`src/rtl/pc_sequencer.sv`:
```
// pc_sequencer: program counter with return stack.
//
// One operation per rising clk edge, fixed priority:
//   ret > call > load > branch > enable > hold.
// Lower-priority controls asserted alongside a higher one have no effect.
//
// Parameters:
//   WIDTH        program-counter width (4..32)
//   DEPTH        return-stack entries (2..64)
//   OFS_W        relative-branch offset width (<= WIDTH)
//   RESET_VECTOR pc value after reset
//
// Ports:
//   clk          clock, rising edge
//   reset        asynchronous active-high reset
//   enable       pc <= pc + 1
//   load         pc <= pre_load
//   pre_load     jump / call target
//   branch       pc <= pc + sign_extend(offset)
//   offset       two's-complement branch offset
//   call         push pc + 1, pc <= pre_load
//   ret          pop return address into pc
//   clr_err      clear sticky overflow / underflow
//   pc           current program counter (registered)
//   sp           number of valid stack entries (registered)
//   stack_full   sp == DEPTH
//   stack_empty  sp == 0
//   overflow     sticky: call attempted while full
//   underflow    sticky: ret attempted while empty

module pc_sequencer #(
    parameter int unsigned     WIDTH        = 12,
    parameter int unsigned     DEPTH        = 8,
    parameter int unsigned     OFS_W        = 8,
    parameter logic [WIDTH-1:0] RESET_VECTOR = '0
) (
    input  logic                       clk,
    input  logic                       reset,
    input  logic                       enable,
    input  logic                       load,
    input  logic [WIDTH-1:0]           pre_load,
    input  logic                       branch,
    input  logic [OFS_W-1:0]           offset,
    input  logic                       call,
    input  logic                       ret,
    input  logic                       clr_err,
    output logic [WIDTH-1:0]           pc,
    output logic [$clog2(DEPTH+1)-1:0] sp,
    output logic                       stack_full,
    output logic                       stack_empty,
    output logic                       overflow,
    output logic                       underflow
);

    localparam int unsigned SP_W = $clog2(DEPTH + 1);
    localparam int unsigned AW   = $clog2(DEPTH);

    logic [WIDTH-1:0] pc_q, pc_d;
    logic [SP_W-1:0]  sp_q, sp_d;
    logic             ovf_q, ovf_d;
    logic             unf_q, unf_d;

    // Stack storage has no reset: entries at or above sp are never read.
    logic [WIDTH-1:0] stack_mem [DEPTH];

    logic              push;
    logic [AW-1:0]     push_idx;
    logic [AW-1:0]     pop_idx;
    logic [WIDTH-1:0]  pc_inc;
    logic signed [OFS_W-1:0] ofs_s;
    logic [WIDTH-1:0]  ofs_ext;

    assign pc_inc   = pc_q + WIDTH'(1);
    assign push_idx = AW'(sp_q);
    assign pop_idx  = AW'(sp_q - SP_W'(1));
    assign ofs_s    = offset;
    // Size cast of a signed value sign-extends; also safe when OFS_W == WIDTH.
    assign ofs_ext  = WIDTH'(ofs_s);

    assign stack_full  = (sp_q == SP_W'(DEPTH));
    assign stack_empty = (sp_q == '0);

    always_comb begin
        pc_d  = pc_q;
        sp_d  = sp_q;
        push  = 1'b0;
        // Clear happens first so a same-cycle error still leaves the flag set.
        ovf_d = ovf_q & ~clr_err;
        unf_d = unf_q & ~clr_err;

        if (ret) begin
            if (!stack_empty) begin
                pc_d = stack_mem[pop_idx];
                sp_d = sp_q - SP_W'(1);
            end else begin
                unf_d = 1'b1;
            end
        end else if (call) begin
            if (!stack_full) begin
                push = 1'b1;
                sp_d = sp_q + SP_W'(1);
                pc_d = pre_load;
            end else begin
                ovf_d = 1'b1;
            end
        end else if (load) begin
            pc_d = pre_load;
        end else if (branch) begin
            pc_d = pc_q + ofs_ext;
        end else if (enable) begin
            pc_d = pc_inc;
        end
    end

    always_ff @(posedge clk or posedge reset) begin
        if (reset) begin
            pc_q  <= RESET_VECTOR;
            sp_q  <= '0;
            ovf_q <= 1'b0;
            unf_q <= 1'b0;
        end else begin
            pc_q  <= pc_d;
            sp_q  <= sp_d;
            ovf_q <= ovf_d;
            unf_q <= unf_d;
        end
    end

    always_ff @(posedge clk) begin
        if (push) begin
            stack_mem[push_idx] <= pc_inc;
        end
    end

    assign pc        = pc_q;
    assign sp        = sp_q;
    assign overflow  = ovf_q;
    assign underflow = unf_q;

endmodule

```
`config.mk`:
```
export PLATFORM = sky130hd
export DESIGN_NAME = pc_sequencer
export DESIGN_NICKNAME = d
export VERILOG_FILES = /design/src/rtl/pc_sequencer.sv
export SDC_FILE = /design/constraint.sdc
export NUM_CORES = 1
export LEC_CHECK = 0
export BUFFER_PORTS_ARGS = -buffer_cell sky130_fd_sc_hd__buf_4
export CORE_MARGIN = 2
export CORE_UTILIZATION = 54
export DETAILED_ROUTE_END_ITERATION = 7
export GPL_TIMING_DRIVEN = 0
export PLACE_DENSITY_LB_ADDON = 0.12
export SYNTH_ARGS = -nofsm -noshare
export SYNTH_HDL_FRONTEND = slang
export SYNTH_SLANG_ARGS = --single-unit
export TNS_END_PERCENT = 20
```
`constraint.sdc`:
```
create_clock -name clk -period 3.1 [get_ports clk]
set_clock_uncertainty 0.15 [all_clocks]
set_input_delay 0.155 -clock clk [delete_from_list [all_inputs] [get_ports clk]]
set_output_delay 0.155 -clock clk [all_outputs]
set_load 0.1 [all_outputs]
```
==> key figures <==
Hold path
  • WHS Endpoint: pc[7]
  • Hold path depth: 5
  • Worst Hold Launch: pre_load[7]
  • Hold crit path type: input pin to flop

Logic synthesis
  • Top cell type by total area after synthesis: edfxtp_1
  • Top cell type's share of synthesized area: 51.2%
  • Synth area leaders: edfxtp_1 (51%), dfrtp_1 (8.0%), mux4_2 (6.8%), mux4_1 (3.3%), ha_1 (3.1%)
  • Netlist cell types: 64
  • Cells after Synth: 397
  • Main synth FF type: edfxtp_1
  • FF+latch count, synth: 114
  • Yosys warns: 0
  • Net count after synthesis: 440
  • Most frequent cells after synthesis: edfxtp_1 (96), nor2_1 (35), nand2_1 (21), dfrtp_1 (18), mux4_2 (17)
  • Sequential share of the synthesized area: 59.2%
  • Count leader, synth: edfxtp_1
  • Post-Synthesis Cell Area: 5630 sq um
  • Post-synth ARST share: 15.8%
  • Syn_area_per_cell: about 14 sq um
  • Post-synth EDFFs: 96

STA
  • Worst hold slack: 35.6 ps
  • RSZ-0062 raised after global routing: false
  • Period utilisation layout: 93.6%
  • Slew Limit Fails: 0
  • Worst relative slew slack: 46.5%
  • Min cycle time layout: approximately 2900 ps
  • Worst Max-Slew Pin Slew: between 700 and 800 ps
  • Final Setup Violations: 0
  • Final hold viol count: 0
  • FMAX: roughly 0.34 GHz

Setup path
  • Worst Reg-to-Reg Cells: 10
  • Max incr delay on CP: 690 ps
  • Critical path's slowest cell: nor3_4
  • CP top delay family: simple AND/OR/NAND/NOR gates
  • Worst Setup SP: sp[0]
  • Worst r2r dst: stack_mem[0][5]
  • CP Capture Type: flop
  • Worst path cell trace: buf_8 -> buf_12 -> inv_8 -> ha_4 -> nor2b_4 -> nand2_2 -> clkinvlp_4 -> nor2_4 -> nand2_4 -> nor3_4
  • R2r startpoint: sp[0]
  • Worst Path Arrival: 2890 ps
  • Setup crit start kind: flop
  • WP buf/inv: 4
  • Critical path class: flop to flop
  • CP max FO: 12
  • CP required: 3090 ps
  • Reg2reg setup slack: 200 ps

Global route
  • M1 GR Usage: 35.6%
  • GR Util met2: 39.1%
  • Vias in the first global route: 3682
  • GRT busiest layer: met2
  • Initial antenna violation count: 0
  • GRT overflow: 0
  • M3 GR Usage: 5.33%
  • First-pass GRT wire length: 20.5 mm
  • Largest net degree at the start of global routing: 19
  • Gr usage total: 24.9%

Floorplan
  • Die H: 106 um
  • Core area: 10200 sq um
  • I/O Pins: 48
  • Row cnt: 37
  • Die Wd: 106 um
  • Die ar.: 11300 sq um
  • Starting Density: 55.1%

Clocking
  • Clock Tree Root: clkbuf_8
  • CTS buffer count: 17
  • CTS tree: done
  • Clk pin slew, worst setup/hold paths: ~60 ps
  • Post-CTS setup buffers: 0
  • Worst-Skew Late Latency: 520 ps
  • H-tree Lvls: 4
  • Sink Count: 114
  • Max Buffers Root-to-Sink: 2

Placement
  • Final HPWL DP: 8.74 mm
  • PortBufs: 47
  • RD Place Congestion: 0.875
  • Placed inst area: 6320 sq um

Pwr
  • Comb pwr share: about 48%
  • Clock power frac: 22.3%
  • P per Cell Area: 1170 nW/um^2
  • Pint: 0.00468 W
  • Static Leak: approximately 2.6 nW
  • Switching Share: 42.9%
  • Peak supply drop: 0.791 mV
  • Reg power frac: between 20 and 30%
  • Sw Pwr: 0.00352 W

Route
  • 1st-iter DRT viols: 309
  • # DRC: 0
  • Vias per cell: about 6.0
  • 1st-pass router iterations: 5
  • WL final: 13.0 mm
  • Antenna viol nets, final: 0
  • WL/cell: around 21 um
  • Routed vias: ~3700

Layout
  • Diode count: 0
  • Nets: 520
  • Share of cells above drive strength 1: 29.4%
  • Cell area after layout: 7020 sq um
  • Multi-input gate area: 2230 sq um
  • Core Util, Final: 68.6%
  • Register Area: 3340 sq um
  • Fillers: between 700 and 800
  • Area Growth Syn to Fin: 24.7%

Job
  • Maxcap violations: 0

Status
  • Status: finished clean
## layout make-up
class,instances,area share (%)
Buffer,20,2.16
Clock buffer,17,5.90
Clock inverter,15,2.16
Inverter,15,0.962
Multi-Input combinational cell,248,31.8
Sequential cell,114,47.6
Tap cell,136,2.42
Timing Repair Buffer,61,7.02
## worst register-to-register path, delay by kind of cell, from the launching register on
kind / cells / cell delay, ps
AND/OR/NAND/NOR: 5 / 1240
buffers and inverters: 4 / 520
flip-flops: 1 / 430
adder cells (fa/ha/maj): 1 / 170
## per-layer routing
layer | routed length, um | share of wire, %
met5 | 0 | 0
met3 | 792 | 6.1
met1 | 5680 | 44
met4 | 115 | 0.88
met2 | 6450 | 49
## cells in the final DEF, fill, tap and decap left out, types with 5 or more instances in the layout
cell type and instances:
edfxtp_1 96, buf_4 49, nor2_1 28, nand2_1 18
mux4_2 17, a21oi_1 16, clkbuf_16 16, xnor2_1 15
dfrtp_1 15, dlygate4sd3_1 14, inv_1 13, mux2i_1 13
ha_1 13, nand3_1 10, buf_2 8, xor2_1 8
o21ai_0 8, mux4_1 7, nor2_4 7, a31oi_1 6
a211oi_1 5, clkinv_4 5
## cell families (layout without fill, tap and decap cells)
kind of cell	Yosys count	after routing	share of synthesized area (%)
compound gates	72	72	9.04
xor+xnor	23	23	3.58
fa+ha+maj	15	15	3.46
buf+inv	35	128	3.40
flops	114	114	59.2
mux	39	39	12.8
simple gates	99	99	8.59
## power by group through the flow
stage / combinational, W / sequential (W) / clock, W
2_1_floorplan: 0.00225 / 0.00319 / 0
3_3_place_gp: 0.00388 / 0.00245 / 0
3_5_place_dp: 0.00393 / 0.00246 / 0
4_1_cts: 0.00396 / 0.00243 / 0.00186
5_1_grt: 0.00421 / 0.00246 / 0.00193
6_report: 0.00393 / 0.00243 / 0.00183
## flip-flops by register name (all words and copies together), names as in the netlist
name and count:
stack_mem 96, pc 12, sp 4, overflow 1, underflow 1
## worst max path at each step
stage,slack (ps),cells after the start,endpoint
floorplan,-150,10,stack_mem[1][0]
global placement,180,10,stack_mem[1][2]
finish,200,10,stack_mem[0][5]
global route,50,10,stack_mem[0][5]
detailed placement,150,10,stack_mem[0][2]
CTS,130,10,stack_mem[0][5]
## stage by stage
step                      power, W  cells  worst slack [ps]  setup TNS, ps
after floorplan            0.00544    397              -147          -3470
after global placement     0.00632    580               179              0
after detailed placement   0.00639    580               150              0
after CTS                  0.00825    626               133              0
after global routing       0.00861    626              50.7              0
final                      0.00819    626               198              0
## what timing repair did
action,in CTS,in global routing
hold buffers,14,0
resized for setup,0,0
endpoints found under the hold margin,29,0
(Power assumes the default switching activity.)
